## config.mk

```make
export PLATFORM = sky130hd
export DESIGN_NAME = sd_sector_dma
export DESIGN_NICKNAME = d
export VERILOG_FILES = /design/src/rtl/sd_sector_dma.sv
export SDC_FILE = /design/constraint.sdc
export NUM_CORES = 1
export LEC_CHECK = 0
export CAP_MARGIN = 20
export CORE_UTILIZATION = 50
export DETAILED_ROUTE_END_ITERATION = 10
export PLACE_DENSITY = 0.86
export SETUP_SLACK_MARGIN = 0.1
export SYNTH_ARGS = -nofsm -noshare
export SYNTH_HDL_FRONTEND = slang
export SYNTH_SLANG_ARGS = --single-unit
```

## constraint.sdc

```tcl
create_clock -name clk -period 4.16 [get_ports clk]
set_input_delay 1.248 -clock clk [delete_from_list [all_inputs] [get_ports clk]]
set_output_delay 1.248 -clock clk [all_outputs]
set_load 0.01 [all_outputs]
```

## src/rtl/sd_sector_dma.sv

```systemverilog
// sd_sector_dma
// AHB master DMA that copies whole sectors between the SD sector buffer and system memory.
// DIR=0 moves buffer -> memory, DIR=1 moves memory -> buffer, one single NONSEQ word at a time.
// The CPU programs it over APB and a level interrupt reports completion or bus error.
//
// Ports
//   clk, rst                 : clock, synchronous active-high reset
//   psel/penable/pwrite/paddr/pwdata/prdata/pready/pslverr : APB slave (offset in paddr[4:0])
//   haddr/hwrite/htrans/hsize/hburst/hprot/hmastlock/hexcl : AHB master address/control
//   hready/hresp/hwdata/hrdata                              : AHB handshake and data
//   buf_addr/buf_re/buf_rdata/buf_we/buf_wdata              : sector buffer port (1-cycle read)
//   irq                                                     : IRQ_EN & (DONE | ERR), registered
module sd_sector_dma #(
  parameter int unsigned BUF_AW = 10,
  parameter int unsigned W_ADDR = 32,
  parameter int unsigned W_DATA = 32
) (
  input  logic              clk,
  input  logic              rst,
  input  logic              psel,
  input  logic              penable,
  input  logic              pwrite,
  input  logic [15:0]       paddr,
  input  logic [31:0]       pwdata,
  output logic [31:0]       prdata,
  output logic              pready,
  output logic              pslverr,
  output logic [W_ADDR-1:0] haddr,
  output logic              hwrite,
  output logic [1:0]        htrans,
  output logic [2:0]        hsize,
  output logic [2:0]        hburst,
  output logic [3:0]        hprot,
  output logic              hmastlock,
  output logic              hexcl,
  input  logic              hready,
  input  logic              hresp,
  output logic [W_DATA-1:0] hwdata,
  input  logic [W_DATA-1:0] hrdata,
  output logic [BUF_AW-1:0] buf_addr,
  output logic              buf_re,
  input  logic [W_DATA-1:0] buf_rdata,
  output logic              buf_we,
  output logic [W_DATA-1:0] buf_wdata,
  output logic              irq
);

  localparam logic [1:0]        HtransIdle   = 2'b00;
  localparam logic [1:0]        HtransNonseq = 2'b10;
  localparam logic [BUF_AW:0]   CntOne       = 1;
  localparam logic [BUF_AW-1:0] BufOne       = 1;
  localparam logic [W_ADDR-1:0] MemStep      = 4;

  typedef enum logic [3:0] {
    StIdle, StFetch, StBufRd, StBufLat, StAddr, StData, StBufWr, StDone, StErr
  } state_e;

  state_e              state_q;
  logic                dir_q, irq_en_q, done_q, err_q;
  logic [W_ADDR-1:0]   mem_addr_q, cur_mem_q;
  logic [BUF_AW-1:0]   buf_addr_q, cur_buf_q;
  logic [BUF_AW:0]     count_q, remain_q;
  logic [W_DATA-1:0]   data_q;
  logic [31:0]         rd_data;
  logic                apb_access, apb_wr, apb_rd, busy, start, word_done;
  logic                unused_paddr;

  assign pslverr   = 1'b0;
  assign hsize     = 3'b010;
  assign hburst    = 3'b000;
  assign hprot     = 4'b0011;
  assign hmastlock = 1'b0;
  assign hexcl     = 1'b0;
  assign haddr     = cur_mem_q;
  assign buf_addr  = cur_buf_q;
  // One data register serves as write data in both directions.
  assign hwdata    = data_q;
  assign buf_wdata = data_q;
  assign unused_paddr = ^paddr[15:5];

  // pready is part of the access term so each access is seen exactly once.
  assign apb_access = psel & penable & ~pready;
  assign apb_wr     = apb_access & pwrite;
  assign apb_rd     = apb_access & ~pwrite;
  assign busy       = (state_q != StIdle);
  assign start      = apb_wr && (paddr[4:0] == 5'h00) && pwdata[0] && !busy;
  assign word_done  = ((state_q == StData) && hready && !hresp && !dir_q) ||
                      (state_q == StBufWr);

  always_comb begin
    rd_data = '0;
    case (paddr[4:0])
      5'h00:   rd_data = {29'b0, irq_en_q, dir_q, 1'b0};
      5'h04:   rd_data = {29'b0, err_q, done_q, busy};
      5'h08:   rd_data = 32'(mem_addr_q);
      5'h0C:   rd_data = 32'(buf_addr_q);
      5'h10:   rd_data = 32'(count_q);
      5'h14:   rd_data = 32'(remain_q);
      default: rd_data = '0;
    endcase
  end

  always_ff @(posedge clk) begin
    if (rst) begin
      state_q    <= StIdle;
      dir_q      <= 1'b0;
      irq_en_q   <= 1'b0;
      done_q     <= 1'b0;
      err_q      <= 1'b0;
      mem_addr_q <= '0;
      cur_mem_q  <= '0;
      buf_addr_q <= '0;
      cur_buf_q  <= '0;
      count_q    <= '0;
      remain_q   <= '0;
      data_q     <= '0;
      pready     <= 1'b0;
      prdata     <= '0;
      htrans     <= HtransIdle;
      hwrite     <= 1'b0;
      buf_re     <= 1'b0;
      buf_we     <= 1'b0;
      irq        <= 1'b0;
    end else begin
      pready <= apb_access;
      prdata <= apb_rd ? rd_data : '0;
      irq    <= irq_en_q & (done_q | err_q);

      // Configuration is frozen while a transfer runs.
      if (apb_wr && !busy) begin
        case (paddr[4:0])
          5'h00: begin
            dir_q    <= pwdata[1];
            irq_en_q <= pwdata[2];
          end
          5'h08:   mem_addr_q <= {pwdata[W_ADDR-1:2], 2'b00};
          5'h0C:   buf_addr_q <= pwdata[BUF_AW-1:0];
          // COUNT holds 0..2^BUF_AW; larger writes keep only the low bits.
          5'h10:   count_q    <= pwdata[BUF_AW:0];
          default: ;
        endcase
      end

      // W1C is honoured even while busy; an FSM set below in the same cycle wins.
      if (apb_wr && (paddr[4:0] == 5'h04)) begin
        if (pwdata[1]) done_q <= 1'b0;
        if (pwdata[2]) err_q  <= 1'b0;
      end

      case (state_q)
        StIdle: begin
          if (start) begin
            done_q    <= 1'b0;
            err_q     <= 1'b0;
            cur_mem_q <= mem_addr_q;
            cur_buf_q <= buf_addr_q;
            remain_q  <= count_q;
            state_q   <= StFetch;
          end
        end
        StFetch: begin
          if (remain_q == '0) begin
            done_q  <= 1'b1;
            state_q <= StIdle;
          end else if (dir_q) begin
            htrans  <= HtransNonseq;
            hwrite  <= 1'b0;
            state_q <= StAddr;
          end else begin
            buf_re  <= 1'b1;
            state_q <= StBufRd;
          end
        end
        StBufRd: begin
          buf_re  <= 1'b0;
          state_q <= StBufLat;
        end
        StBufLat: begin
          data_q  <= buf_rdata;
          htrans  <= HtransNonseq;
          hwrite  <= 1'b1;
          state_q <= StAddr;
        end
        StAddr: begin
          if (hready) begin
            htrans  <= HtransIdle;
            state_q <= StData;
          end
        end
        StData: begin
          if (hready) begin
            if (hresp) begin
              state_q <= StErr;
            end else if (dir_q) begin
              data_q  <= hrdata;
              buf_we  <= 1'b1;
              state_q <= StBufWr;
            end
          end
        end
        StBufWr: buf_we <= 1'b0;
        StDone: begin
          done_q  <= 1'b1;
          state_q <= StIdle;
        end
        StErr: begin
          err_q   <= 1'b1;
          state_q <= StIdle;
        end
        default: state_q <= StIdle;
      endcase

      // Word completion: advance pointers and chain straight into the next word.
      if (word_done) begin
        cur_mem_q <= cur_mem_q + MemStep;
        cur_buf_q <= cur_buf_q + BufOne;
        remain_q  <= remain_q - CntOne;
        if (remain_q == CntOne) begin
          state_q <= StDone;
        end else if (dir_q) begin
          htrans  <= HtransNonseq;
          hwrite  <= 1'b0;
          state_q <= StAddr;
        end else begin
          buf_re  <= 1'b1;
          state_q <= StBufRd;
        end
      end
    end
  end

endmodule

```

==> insert_results.sql, run 1 <==
INSERT INTO impl_metrics (metric_group, metric, value, unit) VALUES
('outcome', 'outcome', 'finished clean', ''),
('cts', 'htree_num_levels', '4', ''),
('routing', 'vias', '8030', ''),
('timing', 'timing.clock.skew', '0.00615', 'ns'),
('critical_path', 'worst-path-buf-inv', '2', ''),
('cts', 'post_cts_resized', '0', ''),
('logic_synthesis', 'yosysTopAreaCell', 'sky130_fd_sc_hd__dfxtp_1', ''),
('hold_path', 'timing.hold.worst.class', 'reg -> reg', ''),
('logic_synthesis', 'yosys_most_used_dff', 'sky130_fd_sc_hd__dfxtp_1', ''),
('routing', 'postRouteWirelength', '24700', 'µm'),
('grt', 'first_pass_grt_wire_length', '39600', 'µm'),
('floorplan', 'io_pins', '277', ''),
('power', 'power', '3.54', 'mW'),
('critical_path', 'critical_path.cell_chain', 'clkdlybuf4s50_1 -> and4bb_2 -> a21oi_4 -> buf_4 -> nor3_2 -> a311oi_1 -> nor4_2', ''),
('routing', 'remaining_drc_errors', '0', ''),
('logic_synthesis', 'syn-instance-count', '972', ''),
('timing', 'minimum_hold_slack', '0.454', 'ns'),
('floorplan', 'count_of_standard_cell_rows', '46', ''),
('timing', 'post-route-min-period', '3.26', 'ns'),
('critical_path', 'worstPathMaxFanout', '17', ''),
('critical_path', 'type_of_element_capturing_the_critical_path', 'register', ''),
('grt', 'antenna_found_initial', '0', ''),
('logic_synthesis', 'yosys_register_bits', '181', ''),
('routing', 'routedWlPerCell', '17.7', 'µm'),
('logic_synthesis', 'synthesis.area', '8350', 'µm²'),
('grt', 'grt_pass1_vias', '7677', ''),
('cts', 'cts.reportedPaths.clkPinSlew', '0.06', 'ns'),
('power', 'p_per_area', '312', 'nW/µm²'),
('grt', 'grtUsageTotal', '28.6', '%'),
('timing', 'relSlewSlack', '28.5', '%'),
('logic_synthesis', 'synth_area_leaders', 'sky130_fd_sc_hd__dfxtp_1 43%, sky130_fd_sc_hd__a21oi_1 5.9%, sky130_fd_sc_hd__nand2_1 5.9%', ''),
('floorplan', 'core_area', '16100', 'µm²'),
('timing', 'timing.fmax', '307', 'MHz'),
('routing', 'detail_route.vias_per_cell', '5.76', ''),
('layout', 'syn_to_final_growth', '35.7', '%'),
('grt', 'grt_overflow_total', '0', ''),
('cts', 'clkLatencyLatePin', '0.43', 'ns'),
('power', 'p_leak', '4.08', 'nW'),
('logic_synthesis', 'synth.top_cell.area_share', '43.4', '%'),
('routing', 'drtAntennaViolNets', '0', ''),
('job', 'max-cap-violations', '0', ''),
('cts', 'cts_sinks', '181', ''),
('placement', 'dp.final_hpwl', '17400', 'µm'),
('timing', 'setup_viol_count_final', '0', ''),
('layout', 'final_area', '11300', 'µm²'),
('routing', 'dr.pass1.iters', '6', ''),
('grt', 'grt_max_degree', '95', ''),
('timing', 'timing.final.max_slew_violations', '0', ''),
('critical_path', 'crit_type', 'in -> reg', ''),
('logic_synthesis', 'synth_enable_flop_cells', '0', ''),
('cts', 'cts_buffer_count', '17', ''),
('logic_synthesis', 'avgSynthCellArea', '8.59', 'µm²'),
('logic_synthesis', 'yosysUniqueCellTypes', '66', ''),
('layout', 'layout-drive-gt1-share', '7.22', '%'),
('cts', 'cts_tree', 'built', ''),
('timing', 'setup-tns-final', '0', 'ns'),
('floorplan', 'fp.dieH', '131', 'µm'),
('placement', 'place.port_buffers', '250', ''),
('critical_path', 'crit_required', '4.44', 'ns'),
('floorplan', 'floorplan.die_area', '17200', 'µm²'),
('layout', 'post-route-util', '70.3', '%'),
('placement', 'instance_area_after_placement', '10700', 'µm²'),
('layout', 'nFillCells', '1285', ''),
('placement', 'place_congestion', '0.928', ''),
('placement', 'pre_cts_ws', '0.192', 'ns'),
('power', 'vdd_ir_drop_max', '319', 'µV'),
('timing', 'worst-slew-pin-transition', '1.07', 'ns'),
('floorplan', 'die_width', '131', 'µm'),
('timing', 'timing.final.ws_setup', '0.905', 'ns'),
('cts', 'cts.hold.buffers_added', '0', ''),
('timing', 'fin_crit_sh', '78.2', '%');
## report_power, final
group / switching (mW) / internal [mW] / leakage [nW]
Clock: 0.689 / 0.934 / 0.289
Combinational: 0.0749 / 0.104 / 2.34
Sequential: 0.00158 / 1.73 / 1.46
Total: 0.765 / 2.77 / 4.08
## cell type report
class                           instances  area (µm²)  area share, %
Sequential cell                       181        3620           32.0
Inverter                               13        48.8          0.431
Multi-Input combinational cell        677        4100           36.2
Timing Repair Buffer                  275        2690           23.8
Clock buffer                           21         470           4.15
Clock inverter                         11         125           1.10
Tap cell                              216         270           2.39
## worst register-to-register path: stages (launching register included)
cell and delay, ns:
sky130_fd_sc_hd__dfxtp_1 0.61, sky130_fd_sc_hd__nor2b_1 0.47, sky130_fd_sc_hd__nand2_2 0.72, sky130_fd_sc_hd__mux2i_1 0.53
sky130_fd_sc_hd__a211oi_1 0.13
## layer usage
layer | part of all wire (%) | wire, µm | up-vias | global-route usage [%]
met2 | 49 | 12100 | 387 | 48.8
met4 | 2.8 | 697 | 0 | 12.4
li1 | - | - | 3829 | -
met3 | 7.3 | 1820 | 55 | 5.56
met1 | 41 | 10200 | 3759 | 34.9
met5 | 0 | 0 | - | 0
## flip-flops by register name, summed over array words and instances (netlist names), 10 cells and up
signal	cells
buf_addr	10
buf_addr_q	10
buf_wdata	32
count_q	11
haddr	30
mem_addr_q	30
prdata	32
remain_q	11
## path summary, 6_finish.rpt
| check | slack (ns) | startpoint | depth (start not counted) | end |
|---|---|---|---|---|
| setup / recovery | 0.90 | hready | 7 | haddr[20]$_SDFFE_PP0P_ |
| hold / removal | 0.45 | pready$_SDFF_PP0_ | 1 | pready$_SDFF_PP0_ |
| setup reg to reg | 1.56 | state_q[0]$_SDFFE_PP0P_ | 4 | buf_wdata[7]$_SDFFE_PP0P_ |
| hold reg to reg | 0.45 | pready$_SDFF_PP0_ | 1 | pready$_SDFF_PP0_ |
## logic make-up after synthesis
| family | count (synthesis) | synth area share [%] |
|---|---|---|
| AO/OA/AOI/OAI | 243 | 18.8 |
| multiplexers | 53 | 6.46 |
| flip-flops | 181 | 43.4 |
| adder cells (fa/ha/maj) | 4 | 0.600 |
| XOR/XNOR | 1 | 0.105 |
| AND/OR/NAND/NOR | 361 | 22.2 |
| buffers and inverters | 127 | 8.29 |
| other | 2 | 0.0900 |
## Yosys cell counts, types with 16 or more instances
library cell / number
sky130_fd_sc_hd__a31oi_1: 19
sky130_fd_sc_hd__nor2_1: 88
sky130_fd_sc_hd__a211oi_1: 36
sky130_fd_sc_hd__and2_1: 27
sky130_fd_sc_hd__dfxtp_1: 181
sky130_fd_sc_hd__o21ai_0: 16
sky130_fd_sc_hd__mux2i_1: 46
sky130_fd_sc_hd__nand2_1: 132
sky130_fd_sc_hd__buf_4: 47
sky130_fd_sc_hd__clkbuf_1: 45
sky130_fd_sc_hd__buf_2: 19
sky130_fd_sc_hd__a21oi_1: 99
## layout by cell type (no fill, tap or decap), types with 9 or more instances in the layout
| master | netlist | routed |
|---|---|---|
| sky130_fd_sc_hd__a211oi_1 | 36 | 36 |
| sky130_fd_sc_hd__nor4_1 | 12 | 12 |
| sky130_fd_sc_hd__a22oi_1 | 9 | 9 |
| sky130_fd_sc_hd__inv_1 | 13 | 13 |
| sky130_fd_sc_hd__dfxtp_1 | 181 | 181 |
| sky130_fd_sc_hd__a222oi_1 | 10 | 10 |
| sky130_fd_sc_hd__buf_4 | 47 | 25 |
| sky130_fd_sc_hd__a31oi_1 | 19 | 19 |
| sky130_fd_sc_hd__clkbuf_16 | 0 | 17 |
| sky130_fd_sc_hd__nor3_1 | 15 | 15 |
| sky130_fd_sc_hd__nor2_1 | 88 | 86 |
| sky130_fd_sc_hd__conb_1 | 2 | 15 |
| sky130_fd_sc_hd__nand4_1 | 14 | 14 |
| sky130_fd_sc_hd__mux2i_1 | 46 | 46 |
| sky130_fd_sc_hd__a21oi_1 | 99 | 99 |
| sky130_fd_sc_hd__clkdlybuf4s50_1 | 0 | 249 |
| sky130_fd_sc_hd__o21ai_0 | 16 | 16 |
| sky130_fd_sc_hd__nand2_1 | 132 | 131 |
| sky130_fd_sc_hd__and2_1 | 27 | 27 |
| sky130_fd_sc_hd__nand3_1 | 13 | 13 |
No activity file was read; power rests on OpenSTA's default activity.
==> run 2: changes to the inputs <==
- CORE_UTILIZATION: 50 -> 46
- PLACE_DENSITY: 0.86 -> 0.8
- clock period: 4.16 -> 3.3 ns (I/O delays scaled with it)
==> insert_results.sql, run 2 (synthesis gave the netlist of run 1 again) <==
INSERT INTO impl_metrics (metric_group, metric, value, unit) VALUES
('outcome', 'outcome', 'finished clean', ''),
('timing', 'timing.fmax', '365', 'MHz'),
('timing', 'rsz_0062_raised_after_global_routing', 'false', ''),
('layout', 'mostFrequentLayoutCells', '249 x sky130_fd_sc_hd__clkdlybuf4s50_1, 181 x sky130_fd_sc_hd__dfxtp_1, 131 x sky130_fd_sc_hd__nand2_1', ''),
('floorplan', 'count_of_standard_cell_rows', '48', ''),
('floorplan', 'initial_core_util', '47.6', '%'),
('routing', 'drtIter0Drc', '818', ''),
('power', 'share_comb_of_total_power', '5.2', '%'),
('critical_path', 'worst-path-buf-inv', '3', ''),
('placement', 'dp.final_hpwl', '17100', 'µm'),
('routing', 'wl_met2', '12200', 'µm'),
('routing', 'vias', '7986', ''),
('routing', 'routedWlPerCell', '17.5', 'µm'),
('critical_path', 'slowest_stage_delay_on_critical_path', '0.48', 'ns'),
('grt', 'grt_max_degree', '148', ''),
('timing', 'timing.clock.skew', '0.0101', 'ns'),
('cts', 'cts.reportedPaths.clkPinSlew', '0.07', 'ns'),
('power', 'p_per_area', '389', 'nW/µm²'),
('routing', 'met3RoutedLength', '2000', 'µm'),
('grt', 'grtUsageTotal', '26.3', '%'),
('routing', 'maxUsedRoutingLayer', 'met4', ''),
('hold_path', 'timing.hold.worst.class', 'reg -> reg', ''),
('cts', 'clock_tree.root_cell', 'sky130_fd_sc_hd__clkbuf_16', ''),
('floorplan', 'floorplan.die_area', '18700', 'µm²'),
('timing', 'post-route-min-period', '2.74', 'ns'),
('cts', 'cts.hold.buffers_added', '0', ''),
('layout', 'antennaDiodeCount', '0', ''),
('critical_path', 'crit_required', '3.59', 'ns'),
('grt', 'antenna_found_initial', '0', ''),
('power', 'vdd_ir_drop_max', '388', 'µV'),
('critical_path', 'type_of_element_capturing_the_critical_path', 'register', ''),
('routing', 'remaining_drc_errors', '0', ''),
('layout', 'syn_to_final_growth', '36.8', '%'),
('power', 'sequentialPowerShare', '49.3', '%'),
('critical_path', 'crit_family', 'buffers and inverters', ''),
('layout', 'layout_commonest_cell', 'sky130_fd_sc_hd__clkdlybuf4s50_1', ''),
('placement', 'place_congestion', '0.898', ''),
('placement', 'pre_cts_ws', '0.122', 'ns'),
('timing', 'timing.final.ws_setup', '0.557', 'ns'),
('critical_path', 'critical_path.cell_chain', 'clkdlybuf4s50_1 -> nor4_1 -> buf_4 -> nand4_1 -> buf_4 -> nand2_1 -> mux2_2 -> a21oi_1', ''),
('power', 'p_leak', '4.11', 'nW'),
('grt', 'grt_pass1_vias', '7504', ''),
('job', 'max-cap-violations', '0', ''),
('critical_path', 'crit_type', 'in -> reg', ''),
('cts', 'htree_num_levels', '4', ''),
('routing', 'wl_met1', '10000', 'µm'),
('floorplan', 'core_area', '17500', 'µm²'),
('critical_path', 'slowest_library_cell_on_the_worst_path', 'sky130_fd_sc_hd__clkdlybuf4s50_1', ''),
('floorplan', 'io_pins', '277', ''),
('power', 'p_int', '3.44', 'mW'),
('cts', 'cts_max_path_buffers', '2', ''),
('routing', 'detail_route.vias_per_cell', '5.68', ''),
('routing', 'dr.pass1.iters', '5', ''),
('critical_path', 'critical_path.most_common_cell', 'sky130_fd_sc_hd__buf_4', ''),
('cts', 'post_cts_resized', '0', ''),
('power', 'netSwitchingPower', '995', 'µW'),
('timing', 'fin_crit_sh', '83.1', '%'),
('timing', 'timing.final.max_slew_violations', '0', ''),
('power', 'clkPwrFrac', '45.5', '%'),
('layout', 'layout-drive-gt1-share', '7.45', '%'),
('cts', 'cts_tree', 'built', ''),
('routing', 'postRouteWirelength', '24700', 'µm'),
('layout', 'layout.nets', '1291', ''),
('cts', 'cts_buffer_count', '17', ''),
('layout', 'post-route-util', '65.1', '%'),
('power', 'power_switching_share', '22.4', '%'),
('cts', 'cts_setup_buffers', '0', ''),
('critical_path', 'crit_arrival', '3.03', 'ns'),
('timing', 'setup-tns-final', '0', 'ns'),
('timing', 'worst-slew-pin-transition', '0.876', 'ns'),
('placement', 'place.port_buffers', '250', ''),
('timing', 'finalHoldViolCount', '0', ''),
('floorplan', 'fp.dieH', '137', 'µm'),
('layout', 'nFillCells', '1489', ''),
('floorplan', 'die_width', '137', 'µm'),
('timing', 'setup_viol_count_final', '0', ''),
('critical_path', 'timing.critical_path.from_type', 'input pin', ''),
('critical_path', 'worstPathMaxFanout', '14', ''),
('cts', 'cts_sinks', '181', ''),
('timing', 'relSlewSlack', '41.1', '%'),
('cts', 'clkLatencyLatePin', '0.43', 'ns'),
('grt', 'grt_overflow_total', '0', ''),
('grt', 'first_pass_grt_wire_length', '38500', 'µm'),
('routing', 'drtAntennaViolNets', '0', '');
run 2: metal layers:
metal,vias up,GRT usage (%)
li1,3832,-
met1,3746,33.2
met2,368,44.8
met3,40,4.96
met4,0,8.52
met5,-,0
run 2: final cells by class:
| type | count | area [µm²] | share of cell area, % |
|---|---|---|---|
| Sequential cell | 181 | 3620 | 31.7 |
| Timing Repair Buffer | 278 | 2790 | 24.4 |
| Multi-Input combinational cell | 677 | 4100 | 35.9 |
| Clock buffer | 18 | 429 | 3.76 |
| Tap cell | 225 | 282 | 2.47 |
| Clock inverter | 14 | 150 | 1.31 |
| Inverter | 13 | 48.8 | 0.427 |
run 2: final timing paths:
| kind | from | to | slack (ns) | depth (start not counted) |
|---|---|---|---|---|
| hold / removal | htrans[0]$_SDFF_PP0_ | htrans[0]$_SDFF_PP0_ | 0.46 | 2 |
| hold reg to reg | htrans[0]$_SDFF_PP0_ | htrans[0]$_SDFF_PP0_ | 0.46 | 2 |
| setup / recovery | paddr[3] | haddr[22]$_SDFFE_PP0P_ | 0.56 | 8 |
| setup reg to reg | haddr[12]$_SDFFE_PP0P_ | haddr[22]$_SDFFE_PP0P_ | 0.89 | 5 |
run 2: power groups by stage:
stage | clock network (mW) | registers (mW) | logic [mW]
final | 2.02 | 2.19 | 0.231
after global routing | 2.13 | 2.19 | 0.247
after detailed placement | 0 | 2.24 | 0.228
after CTS | 2.05 | 2.19 | 0.230
after floorplan | 0 | 2.24 | 0.0794
after global placement | 0 | 2.24 | 0.227
run 2: worst min-delay path: cells and delay by family (launching register included):
kind,cells,cell delay (ns)
compound gates,1,0.06
flops,1,0.31
simple gates,1,0.04
run 2: stage by stage:
stage | total power, mW | cells | hold slack (ns) | cell area, µm²
global placement | 2.46 | 1374 | 0.436 | 10800
floorplan | 2.32 | 985 | 0.440 | 8400
detailed placement | 2.47 | 1374 | 0.452 | 10800
finish | 4.44 | 1406 | 0.461 | 11400
global route | 4.57 | 1406 | 0.483 | 11400
CTS | 4.46 | 1406 | 0.462 | 11400
